===== src/rtl/dummy_rtl_dma_stream_pkg.sv =====
// Shared types, mode encodings and word helpers for the DMA stream accelerator.
package dummy_rtl_dma_stream_pkg;

  localparam int unsigned WORD_MAX_W = 64;
  localparam int unsigned CNT_W      = 32;

  typedef enum logic [2:0] {
    IDLE,
    RD_REQ,
    RD_DATA,
    WR_REQ,
    WR_DATA,
    DONE
  } state_e;

  localparam logic [1:0] MODE_COPY     = 2'd0;
  localparam logic [1:0] MODE_INVERT   = 2'd1;
  localparam logic [1:0] MODE_INC      = 2'd2;
  localparam logic [1:0] MODE_COPY_ALT = 2'd3;

  // Payload of a DMA ctrl request (read or write side).
  typedef struct packed {
    logic [CNT_W-1:0] index;
    logic [CNT_W-1:0] length;
    logic [2:0]       size;
  } dma_ctrl_t;

  function automatic logic [2:0] size_code(input int unsigned data_w);
    return (data_w == 32) ? 3'd2 : 3'd3;
  endfunction

  // Evaluated at full width; callers truncate, so increment wraps at their word width.
  function automatic logic [WORD_MAX_W-1:0] transform(input logic [1:0]            mode,
                                                      input logic [WORD_MAX_W-1:0] word);
    logic [WORD_MAX_W-1:0] res;
    res = word;
    case (mode)
      MODE_INVERT: res = ~word;
      MODE_INC:    res = word + WORD_MAX_W'(1);
      default:     res = word;
    endcase
    return res;
  endfunction

  function automatic logic [CNT_W-1:0] burst_len(input logic [CNT_W-1:0] remaining,
                                                 input logic [CNT_W-1:0] burst_max);
    return (remaining > burst_max) ? burst_max : remaining;
  endfunction

endpackage


===== src/rtl/dummy_rtl_dma_buf.sv =====
// Burst staging buffer: one write port, one registered read port.
module dummy_rtl_dma_buf #(
  parameter int unsigned DATA_W = 64,
  parameter int unsigned DEPTH  = 16,
  parameter int unsigned AW     = 4
) (
  input  logic              clk,
  input  logic              rst,
  input  logic              we_i,
  input  logic [AW-1:0]     waddr_i,
  input  logic [DATA_W-1:0] wdata_i,
  input  logic              re_i,
  input  logic [AW-1:0]     raddr_i,
  output logic [DATA_W-1:0] rdata_o
);

  logic [DATA_W-1:0] mem_q [DEPTH];
  logic [DATA_W-1:0] rdata_q;

  always_ff @(posedge clk) begin
    if (we_i) begin
      mem_q[waddr_i] <= wdata_i;
    end
  end

  always_ff @(posedge clk) begin
    if (rst) begin
      rdata_q <= '0;
    end else if (re_i) begin
      rdata_q <= mem_q[raddr_i];
    end
  end

  assign rdata_o = rdata_q;

endmodule


===== src/rtl/dummy_rtl_dma_stream.sv =====
// DMA test accelerator: burst-reads words, transforms them, writes them back after the input region.
module dummy_rtl_dma_stream
  import dummy_rtl_dma_stream_pkg::*;
#(
  parameter int unsigned DATA_W    = 64,
  parameter int unsigned BURST_MAX = 16
) (
  input  logic              clk,
  input  logic              rst,
  input  logic [31:0]       conf_info_size,
  input  logic [31:0]       conf_info_mode,
  input  logic              conf_done,
  output logic              dma_read_ctrl_valid,
  input  logic              dma_read_ctrl_ready,
  output logic [31:0]       dma_read_ctrl_data_index,
  output logic [31:0]       dma_read_ctrl_data_length,
  output logic [2:0]        dma_read_ctrl_data_size,
  input  logic              dma_read_chnl_valid,
  output logic              dma_read_chnl_ready,
  input  logic [DATA_W-1:0] dma_read_chnl_data,
  output logic              dma_write_ctrl_valid,
  input  logic              dma_write_ctrl_ready,
  output logic [31:0]       dma_write_ctrl_data_index,
  output logic [31:0]       dma_write_ctrl_data_length,
  output logic [2:0]        dma_write_ctrl_data_size,
  output logic              dma_write_chnl_valid,
  input  logic              dma_write_chnl_ready,
  output logic [DATA_W-1:0] dma_write_chnl_data,
  output logic              acc_done,
  output logic [31:0]       debug
);

  localparam int unsigned     AW          = (BURST_MAX > 1) ? $clog2(BURST_MAX) : 1;
  localparam logic [2:0]      SIZE_CODE   = size_code(DATA_W);
  localparam logic [CNT_W-1:0] BURST_MAX_W = CNT_W'(BURST_MAX);
  localparam dma_ctrl_t       CTRL_RST    = '{index: '0, length: '0, size: SIZE_CODE};

  state_e           state_q, state_d;
  logic [CNT_W-1:0] size_q, size_d;
  logic [1:0]       mode_q, mode_d;
  logic [CNT_W-1:0] processed_q, processed_d;
  logic [AW-1:0]    beat_q, beat_d;
  logic [AW-1:0]    wbeat_q, wbeat_d;
  logic [CNT_W-1:0] debug_q, debug_d;
  logic             acc_done_q, acc_done_d;
  logic             rd_ctrl_valid_q, rd_ctrl_valid_d;
  logic             rd_chnl_ready_q, rd_chnl_ready_d;
  logic             wr_ctrl_valid_q, wr_ctrl_valid_d;
  logic             wr_chnl_valid_q, wr_chnl_valid_d;
  dma_ctrl_t        rd_ctrl_q, rd_ctrl_d;
  dma_ctrl_t        wr_ctrl_q, wr_ctrl_d;

  logic              buf_we_c;
  logic [AW-1:0]     buf_waddr_c;
  logic [DATA_W-1:0] buf_wdata_c;
  logic              buf_re_c;
  logic [AW-1:0]     buf_raddr_c;
  logic [DATA_W-1:0] buf_rdata_c;

  logic             rd_ctrl_hs_c, rd_chnl_hs_c, wr_ctrl_hs_c, wr_chnl_hs_c;
  logic             last_rd_beat_c, last_wr_beat_c;
  logic [CNT_W-1:0] next_proc_c, next_len_c, first_len_c;
  logic             unused_mode_c;

  assign rd_ctrl_hs_c   = rd_ctrl_valid_q & dma_read_ctrl_ready;
  assign rd_chnl_hs_c   = rd_chnl_ready_q & dma_read_chnl_valid;
  assign wr_ctrl_hs_c   = wr_ctrl_valid_q & dma_write_ctrl_ready;
  assign wr_chnl_hs_c   = wr_chnl_valid_q & dma_write_chnl_ready;
  // The current burst length lives in the read request payload and is reused on the write side.
  assign last_rd_beat_c = (beat_q == AW'(rd_ctrl_q.length - CNT_W'(1)));
  assign last_wr_beat_c = (wbeat_q == AW'(rd_ctrl_q.length - CNT_W'(1)));
  assign next_proc_c    = processed_q + rd_ctrl_q.length;
  assign next_len_c     = burst_len(size_q - next_proc_c, BURST_MAX_W);
  assign first_len_c    = burst_len(conf_info_size, BURST_MAX_W);
  assign unused_mode_c  = ^conf_info_mode[31:2];

  // Next-state and next-output logic.
  always_comb begin
    state_d         = state_q;
    size_d          = size_q;
    mode_d          = mode_q;
    processed_d     = processed_q;
    beat_d          = beat_q;
    wbeat_d         = wbeat_q;
    debug_d         = debug_q;
    acc_done_d      = 1'b0;
    rd_ctrl_valid_d = rd_ctrl_valid_q;
    rd_chnl_ready_d = rd_chnl_ready_q;
    wr_ctrl_valid_d = wr_ctrl_valid_q;
    wr_chnl_valid_d = wr_chnl_valid_q;
    rd_ctrl_d       = rd_ctrl_q;
    wr_ctrl_d       = wr_ctrl_q;
    buf_we_c        = 1'b0;
    buf_waddr_c     = beat_q;
    buf_wdata_c     = DATA_W'(transform(mode_q, WORD_MAX_W'(dma_read_chnl_data)));
    buf_re_c        = 1'b0;
    buf_raddr_c     = '0;

    case (state_q)
      IDLE: begin
        if (conf_done) begin
          size_d      = conf_info_size;
          mode_d      = conf_info_mode[1:0];
          processed_d = '0;
          if (conf_info_size != '0) begin
            state_d          = RD_REQ;
            rd_ctrl_valid_d  = 1'b1;
            rd_ctrl_d.index  = '0;
            rd_ctrl_d.length = first_len_c;
          end else begin
            state_d = DONE;
          end
        end
      end
      RD_REQ: begin
        if (rd_ctrl_hs_c) begin
          rd_ctrl_valid_d = 1'b0;
          rd_chnl_ready_d = 1'b1;
          beat_d          = '0;
          state_d         = RD_DATA;
        end
      end
      RD_DATA: begin
        if (rd_chnl_hs_c) begin
          buf_we_c = 1'b1;
          beat_d   = beat_q + AW'(1);
          if (last_rd_beat_c) begin
            rd_chnl_ready_d  = 1'b0;
            wr_ctrl_valid_d  = 1'b1;
            wr_ctrl_d.index  = size_q + processed_q;
            wr_ctrl_d.length = rd_ctrl_q.length;
            state_d          = WR_REQ;
          end
        end
      end
      WR_REQ: begin
        // Prefetch word 0 so it is on the bus together with the rising write valid.
        if (wr_ctrl_hs_c) begin
          wr_ctrl_valid_d = 1'b0;
          wr_chnl_valid_d = 1'b1;
          wbeat_d         = '0;
          buf_re_c        = 1'b1;
          buf_raddr_c     = '0;
          state_d         = WR_DATA;
        end
      end
      WR_DATA: begin
        if (wr_chnl_hs_c) begin
          debug_d = debug_q + CNT_W'(1);
          if (last_wr_beat_c) begin
            wr_chnl_valid_d = 1'b0;
            processed_d     = next_proc_c;
            if (next_proc_c == size_q) begin
              state_d = DONE;
            end else begin
              state_d          = RD_REQ;
              rd_ctrl_valid_d  = 1'b1;
              rd_ctrl_d.index  = next_proc_c;
              rd_ctrl_d.length = next_len_c;
            end
          end else begin
            wbeat_d     = wbeat_q + AW'(1);
            buf_re_c    = 1'b1;
            buf_raddr_c = wbeat_q + AW'(1);
          end
        end
      end
      DONE: begin
        acc_done_d = 1'b1;
        state_d    = IDLE;
      end
      default: state_d = IDLE;
    endcase
  end

  always_ff @(posedge clk) begin
    if (rst) begin
      state_q         <= IDLE;
      size_q          <= '0;
      mode_q          <= MODE_COPY;
      processed_q     <= '0;
      beat_q          <= '0;
      wbeat_q         <= '0;
      debug_q         <= '0;
      acc_done_q      <= 1'b0;
      rd_ctrl_valid_q <= 1'b0;
      rd_chnl_ready_q <= 1'b0;
      wr_ctrl_valid_q <= 1'b0;
      wr_chnl_valid_q <= 1'b0;
      rd_ctrl_q       <= CTRL_RST;
      wr_ctrl_q       <= CTRL_RST;
    end else begin
      state_q         <= state_d;
      size_q          <= size_d;
      mode_q          <= mode_d;
      processed_q     <= processed_d;
      beat_q          <= beat_d;
      wbeat_q         <= wbeat_d;
      debug_q         <= debug_d;
      acc_done_q      <= acc_done_d;
      rd_ctrl_valid_q <= rd_ctrl_valid_d;
      rd_chnl_ready_q <= rd_chnl_ready_d;
      wr_ctrl_valid_q <= wr_ctrl_valid_d;
      wr_chnl_valid_q <= wr_chnl_valid_d;
      rd_ctrl_q       <= rd_ctrl_d;
      wr_ctrl_q       <= wr_ctrl_d;
    end
  end

  dummy_rtl_dma_buf #(
    .DATA_W (DATA_W),
    .DEPTH  (BURST_MAX),
    .AW     (AW)
  ) u_buf (
    .clk     (clk),
    .rst     (rst),
    .we_i    (buf_we_c),
    .waddr_i (buf_waddr_c),
    .wdata_i (buf_wdata_c),
    .re_i    (buf_re_c),
    .raddr_i (buf_raddr_c),
    .rdata_o (buf_rdata_c)
  );

  assign dma_read_ctrl_valid        = rd_ctrl_valid_q;
  assign dma_read_ctrl_data_index   = rd_ctrl_q.index;
  assign dma_read_ctrl_data_length  = rd_ctrl_q.length;
  assign dma_read_ctrl_data_size    = rd_ctrl_q.size;
  assign dma_read_chnl_ready        = rd_chnl_ready_q;
  assign dma_write_ctrl_valid       = wr_ctrl_valid_q;
  assign dma_write_ctrl_data_index  = wr_ctrl_q.index;
  assign dma_write_ctrl_data_length = wr_ctrl_q.length;
  assign dma_write_ctrl_data_size   = wr_ctrl_q.size;
  assign dma_write_chnl_valid       = wr_chnl_valid_q;
  assign dma_write_chnl_data        = buf_rdata_c;
  assign acc_done                   = acc_done_q;
  assign debug                      = debug_q;

endmodule


===== config.mk =====
export PLATFORM = sky130hd
export DESIGN_NAME = dummy_rtl_dma_stream
export DESIGN_NICKNAME = d
export VERILOG_FILES = /design/src/rtl/dummy_rtl_dma_stream_pkg.sv /design/src/rtl/dummy_rtl_dma_buf.sv /design/src/rtl/dummy_rtl_dma_stream.sv
export SDC_FILE = /design/constraint.sdc
export NUM_CORES = 2
export LEC_CHECK = 0
export ABC_AREA = 0
export BUFFER_PORTS_ARGS = -buffer_cell sky130_fd_sc_hd__buf_2
export CORE_MARGIN = 4
export CORE_UTILIZATION = 37
export DETAILED_ROUTE_END_ITERATION = 10
export PLACE_DENSITY = 0.54
export SLEW_MARGIN = 30
export SYNTH_ARGS = -nofsm -noshare
export SYNTH_HDL_FRONTEND = slang
export SYNTH_SLANG_ARGS = --single-unit

===== constraint.sdc =====
create_clock -name clk -period 12.9 [get_ports clk]
set_input_delay 2.58 -clock clk [delete_from_list [all_inputs] [get_ports clk]]
set_output_delay 2.58 -clock clk [all_outputs]
set_load 0.02 [all_outputs]

; Word-level counts from Yosys, hierarchy flattened
; Memories as Yosys holds them, arrays and structs flattened. A register that Yosys moved wholly into a read port is not among the register bits.
; Index checks and enable logic that the tools add are counted.
[classes]
reduce_logical = 19
n_eq_ne = 20
mux = 61
bitwise_logic = 5
addsub = 8
n_lt_le_gt_ge = 2
[ops]
columns = op, n
row1 = $mux 64, 5
row2 = $pmux 64 s2, 2
row3 = $mux 32, 5
row4 = $add 32x32->32, 2
row5 = $add 64x1->64 const B, 1
row6 = $gt 32x5->1 const B, 2
row7 = $not 64->64, 1
row8 = $pmux 32 s2, 1
row9 = $add 32x1->32 const B, 1
row10 = $eq 32x32->1, 1
row11 = $mux 4, 8
row12 = $reduce_bool 32->1, 1
row13 = $sub 32x32->32, 1
row14 = $mux 3, 9
row15 = $mux 1, 23
row16 = $ne 2x2->1 const B, 10
row17 = $reduce_and 4->1, 5
row18 = $pmux 4 s2, 2
row19 = $pmux 3 s5, 1
row20 = $reduce_and 7->1, 2
row21 = $add 4x1->4 const B, 2
row22 = $eq 4x4->1, 2
row23 = $pmux 1 s2, 4
row24 = $reduce_bool 2->1, 4
row25 = 13 further kinds, 20
[word_totals]
ff_bits = 242
elab_cells = 132
output_inout_bits = 235
n_memories = 1
ramBits = 1024
[memory_table]
columns = name, words, width, read_ports, rd_clocked_by_memory_dff, write_ports, line
row1 = u_buf.mem_q, 16, 64, 1, 1, 1, dummy_rtl_dma_buf.sv:17  ; logic [DATA_W-1:0] mem_q [DEPTH];

; Logic depth before layout (Yosys ltp)
[logic_depth]
word_depth = 8
mapped_depth = 24

; Cells and area by module
; Synthesis repeated with hierarchy kept, for this count alone.
[hier_totals]
hier_cells = 4678
area_unflattened_um2 = 58044.4
[by_module_without_submodules]
columns = mod, area_per_inst_um2, cells_each, seq_area_each_um2, instances
row1 = dummy_rtl_dma_buf, 41559.9, 2403, 32030.7, 1
row2 = dummy_rtl_dma_stream, 16484.6, 2275, 4844.6, 1

; Worst setup path after synthesis
; No wires, ideal clock.
[synth_path]
path_type = in2reg
startpoint = input dma_read_chnl_valid
endpoint = memory u_buf.mem_q[0][0] (enable)
t_required_ns = 12.335
setup_slack_ns = 4.606
t_arrival_ns = 7.729
path_stages = 4
cell_sequence = nand2_1 nor3b_1 nand2_1 nor3_1
[synth_between]
elab_chain_len = 5
[synth_lines]
columns = element, line
row1 = start: declaration, dummy_rtl_dma_stream.sv:18  ; input logic dma_read_chnl_valid,
row2 = $and 1x1->1, dummy_rtl_dma_stream.sv:66  ; assign rd_chnl_hs_c = rd_chnl_ready_q & dma_read_chnl_valid;
row3 = $mux 1, dummy_rtl_dma_stream.sv:124  ; if (rd_chnl_hs_c) begin
row4 = $mux 1, dummy_rtl_dma_stream.sv:99  ; case (state_q)
row5 = $mux 1, dummy_rtl_dma_buf.sv:21  ; if (we_i) begin
row6 = $mux 1 (not written as such), dummy_rtl_dma_buf.sv:22  ; mem_q[waddr_i] <= wdata_i;
row7 = end: declaration, dummy_rtl_dma_buf.sv:17
; No other way between the ends.

; Worst setup path in the final report
[layout_path]
startpoint = register rd_ctrl_q, in the netlist dma_read_ctrl_data_length[0]
endpoint = register rd_ctrl_q, in the netlist dma_read_ctrl_data_length[4]
[layout_between]
elab_chain_len = 8
[layout_lines]
columns = element, line
row1 = start: declaration, dummy_rtl_dma_stream.sv:50  ; dma_ctrl_t rd_ctrl_q, rd_ctrl_d;
row2 = start signal: assignment, dummy_rtl_dma_stream.sv:205  ; rd_ctrl_q <= rd_ctrl_d;
row3 = $add 32x32->32, dummy_rtl_dma_stream.sv:72  ; assign next_proc_c = processed_q + rd_ctrl_q.length;
row4 = $sub 32x32->32, dummy_rtl_dma_stream.sv:73  ; assign next_len_c = burst_len(size_q - next_proc_c, BURST_MAX_W);
row5 = $gt 32x5->1, dummy_rtl_dma_stream_pkg.sv:47  ; return (remaining > burst_max) ? burst_max : remaining;
row6 = $mux 32, dummy_rtl_dma_stream_pkg.sv:47
row7 = $mux 64, dummy_rtl_dma_stream.sv:153  ; if (next_proc_c == size_q) begin
row8 = $mux 64, dummy_rtl_dma_stream.sv:150  ; if (last_wr_beat_c) begin
row9 = $mux 64, dummy_rtl_dma_stream.sv:148  ; if (wr_chnl_hs_c) begin
row10 = $pmux 64 s2, dummy_rtl_dma_stream.sv:99
; Several ways; a longest one is shown, not always the timed one. The select of a mux whose other input is x is not followed.
; A chain may end at the register's enable or synchronous reset.

==> metrics.csv <==
metric,value,unit
result of the run,"complete, no violations",
Leakage Power,23.85,nW
highest achievable clock rate,139.8,MHz
total die area,165800,um2
register bit total from synthesis,1330,
Setup Viol. Count Final,0,
total count of hold-check failures in the final report,0,
type of element capturing the critical path,flop,
leading cell types by count after synthesis,"sky130_fd_sc_hd__edfxtp_1, sky130_fd_sc_hd__nand2_1, sky130_fd_sc_hd__a21oi_1, sky130_fd_sc_hd__clkbuf_1, sky130_fd_sc_hd__nand3_1",
Starting Density,37.24,%
Crit path required time,13.58,ns
Critical Path Start Type,flop,
setup fix buffers added after clock tree synthesis,0,
proportion of synthesized flip-flops having asynchronous set or reset,0,%
global-route congestion overflow total,0,
"wirelength, routed",185800,um
Yosys top cell area share,52.14,%
Clock power frac,39.4,%
number of buffers on the longest clock path,3,
top post-synthesis cells by area,"sky130_fd_sc_hd__edfxtp_1, sky130_fd_sc_hd__dfxtp_1, sky130_fd_sc_hd__nand2_1",
crit path kind,reg2reg,
Syn-to-layout area delta,15.32,%
final routed wire length divided by cell count,24.04,um
fraction of met1 tracks used by global routing,29.57,%
NetSw,0.002885,W
antenna violation net count after detailed routing,0,
number of ports placed on the die boundary,370,
register share of total power,46.5,%
clock latency reported for the late side of the worst-skew pair,0.78,ns
slew at the pin with the worst max-slew slack,1.005,ns
Most used DFF post-synth,sky130_fd_sc_hd__edfxtp_1,
fin crit share,55.45,%
final setup skew,0.04986,ns
vias in the first global route,41150,
Port Buffer Count,333,
RD Place Congestion,0.9021,
shortest clock period the worst path allows after layout,7.153,ns
post-CTS sizing,0,
number of max-cap violations,0,
maximum number of pins on one net before global-route repair,236,
post-synth cell types,80,
Power Dens Cells,156.0,nW/um2
drt pass-1 iters,6,
Internal,0.007728,W
switching power share of the total,27.19,%
normalized max-slew margin,33.02,%
Synth Warn #,0,
hold buffers post-CTS,0,
H-tree levels,4,
final routed DRC violation total,0,
Final #Nets,5755,
gr busiest metal,met2,
Comb power frac,14.1,%
routed via count divided by cell count,5.665,
Horiz. Die Dim,407.2,um
worst-path fanout max,46,
initial antenna violation count,30,
placeable core area,158400,um2
TritonCTS clock tree,built,
Total Neg Setup Slack,0,ns
overall track demand over capacity in global routing,21.55,%
max-slew violation count,0,
height of the chip,407.2,um
fraction of final layout cells sized beyond drive strength 1,13.04,%
first-pass GRT wire length,272800,um
library cell used as clock root buffer,sky130_fd_sc_hd__clkbuf_16,
initial detailed-routing violation count,4016,
proportion of synthesized chip area in sequential cells,62.53,%
setup repair after global routing missed its margin,false,
via total after detailed routing,43800,
count of mapped cells out of synthesis,5288,
Inserted Clock Buffers,150,
met2 track demand over resource in global routing,34.93,%
Worst Hold Depth,2,
cell type contributing the most total cell area after synthesis,sky130_fd_sc_hd__edfxtp_1,
number of synthesized flops with an enable pin,1024,
Peak VDD IR,0.0001209,V
final hold slack,0.4458,ns
"Data arrival, critical path",7.83,ns
"Core Util, Final",42.94,%
met3 layer usage reported by global route,4.146,%
TritonCTS sink count,1330,
worst hold-check path type,reg2reg,
depth of the most critical reg-to-reg path,22,
Rows,146,
clock-pin transition on the worst setup and hold timing paths,0.06,ns
most common cell in the synthesized netlist,sky130_fd_sc_hd__edfxtp_1,
mean area per synthesized cell,11.15,um2
HPWL Detailed,106700,um
synthesized cell area,58980,um2
registers in the layout, summed over array words and instances, names as in the netlist, 2 cells and up:
signal	cells
dma_write_ctrl_data_index	32
wbeat_q	4
state_q	3
dma_read_ctrl_data_index	32
size_q	32
u_buf.rdata_o	64
u_buf.mem_q	1024
dma_read_ctrl_data_length	32
debug	32
dma_write_ctrl_data_length	32
beat_q	4
mode_q	2
processed_q	32
final cells by class:
cell class | count | area, um2
Fill cell | 14780 | 90370
Clock inverter | 75 | 750.7
Timing Repair Buffer | 444 | 2668
Inverter | 55 | 206.4
Antenna cell | 22 | 55.05
Tap cell | 2072 | 2592
Sequential cell | 1330 | 36880
Multi-Input combinational cell | 3533 | 20770
Clock buffer | 200 | 4095
layer usage:
layer  vias up  share of wire [%]
met2      1511                 46
li1      20250                  -
met5         -              0.037
met1     21710                 44
met4        10                2.6
met3       320                7.1
power groups by stage:
| stage | clock (W) | combinational [W] | sequential [W] |
|---|---|---|---|
| final | 0.00418 | 0.00150 | 0.00493 |
| after global placement | 0 | 0.00145 | 0.00502 |
| after CTS | 0.00427 | 0.00148 | 0.00493 |
| after global routing | 0.00445 | 0.00164 | 0.00493 |
| after detailed placement | 0 | 0.00147 | 0.00502 |
| after floorplan | 0 | 0.000959 | 0.00500 |
per-stage QoR:
step	total power, W	cells	worst slack (ns)	area, um2
2_1_floorplan	0.005954	5292	4.606	58990
5_1_grt	0.01102	7713	5.121	67970
6_report	0.01061	7731	5.747	68010
4_1_cts	0.01068	7706	5.795	67830
3_3_place_gp	0.006471	7429	5.679	62870
3_5_place_dp	0.006494	7431	5.699	62990
critical path, cell delays in order, from the launching register on:
cell,delay (ns)
sky130_fd_sc_hd__dfxtp_1,0.48
sky130_fd_sc_hd__ha_1,0.38
sky130_fd_sc_hd__fa_1,0.43
sky130_fd_sc_hd__a21oi_1,0.25
sky130_fd_sc_hd__o2111ai_1,0.22
sky130_fd_sc_hd__nand3_1,0.17
sky130_fd_sc_hd__o21ai_0,0.30
sky130_fd_sc_hd__o31a_1,0.39
sky130_fd_sc_hd__a31oi_1,0.41
sky130_fd_sc_hd__o21ai_0,0.16
sky130_fd_sc_hd__a21oi_1,0.19
sky130_fd_sc_hd__xor2_1,0.32
sky130_fd_sc_hd__ha_1,0.41
sky130_fd_sc_hd__nand4_1,0.15
sky130_fd_sc_hd__or3_1,0.45
sky130_fd_sc_hd__nor4_1,0.20
sky130_fd_sc_hd__nand3_1,0.19
sky130_fd_sc_hd__nor4b_1,0.52
sky130_fd_sc_hd__a211oi_4,0.17
sky130_fd_sc_hd__nand2_2,0.29
sky130_fd_sc_hd__buf_4,0.52
sky130_fd_sc_hd__a21oi_1,0.14
sky130_fd_sc_hd__a221oi_1,0.29
cells in the final DEF, fill, tap and decap left out, types with 33 or more instances in the layout:
cell type                      n
sky130_fd_sc_hd__o311ai_0    258
sky130_fd_sc_hd__xor2_1       54
sky130_fd_sc_hd__buf_2       332
sky130_fd_sc_hd__o31ai_1      46
sky130_fd_sc_hd__ha_1        101
sky130_fd_sc_hd__a21oi_1     414
sky130_fd_sc_hd__and3_1       55
sky130_fd_sc_hd__nor3_1       47
sky130_fd_sc_hd__dfxtp_1     305
sky130_fd_sc_hd__a31oi_1     160
sky130_fd_sc_hd__nand3_1     313
sky130_fd_sc_hd__a21o_1       35
sky130_fd_sc_hd__nand2_1     940
sky130_fd_sc_hd__xnor2_1      57
sky130_fd_sc_hd__a2bb2oi_1    62
sky130_fd_sc_hd__clkbuf_16   153
sky130_fd_sc_hd__nand2b_1    271
sky130_fd_sc_hd__clkbuf_1     38
sky130_fd_sc_hd__inv_1        53
sky130_fd_sc_hd__o21ai_0     156
sky130_fd_sc_hd__nor2_1      180
sky130_fd_sc_hd__buf_4        99
sky130_fd_sc_hd__edfxtp_1   1024
sky130_fd_sc_hd__nand4_1      33
kinds of logic after synthesis:
| group | Yosys count | synth area share, % |
|---|---|---|
| AO/OA/AOI/OAI | 1303 | 14.73 |
| XOR/XNOR | 111 | 1.648 |
| adder cells (fa/ha/maj) | 106 | 2.287 |
| buffers and inverters | 429 | 2.779 |
| flip-flops | 1330 | 62.53 |
| multiplexers | 24 | 0.4073 |
| other | 2 | 0.01273 |
| AND/OR/NAND/NOR | 1983 | 15.61 |
path summary, 6_finish.rpt:
path | to | start | slack, ns
worst max-delay path | dma_read_ctrl_data_length[4]$_SDFFE_PP0P_ | dma_read_ctrl_data_length[0]$_SDFFE_PP0P_ | 5.75
worst min-delay path | dma_read_ctrl_data_index[24]$_SDFFE_PP0P_ | dma_read_ctrl_data_index[24]$_SDFFE_PP0P_ | 0.45
worst max register to register | dma_read_ctrl_data_length[4]$_SDFFE_PP0P_ | dma_read_ctrl_data_length[0]$_SDFFE_PP0P_ | 5.75
worst min register to register | dma_read_ctrl_data_index[24]$_SDFFE_PP0P_ | dma_read_ctrl_data_index[24]$_SDFFE_PP0P_ | 0.45
(Power assumes the default switching activity.)
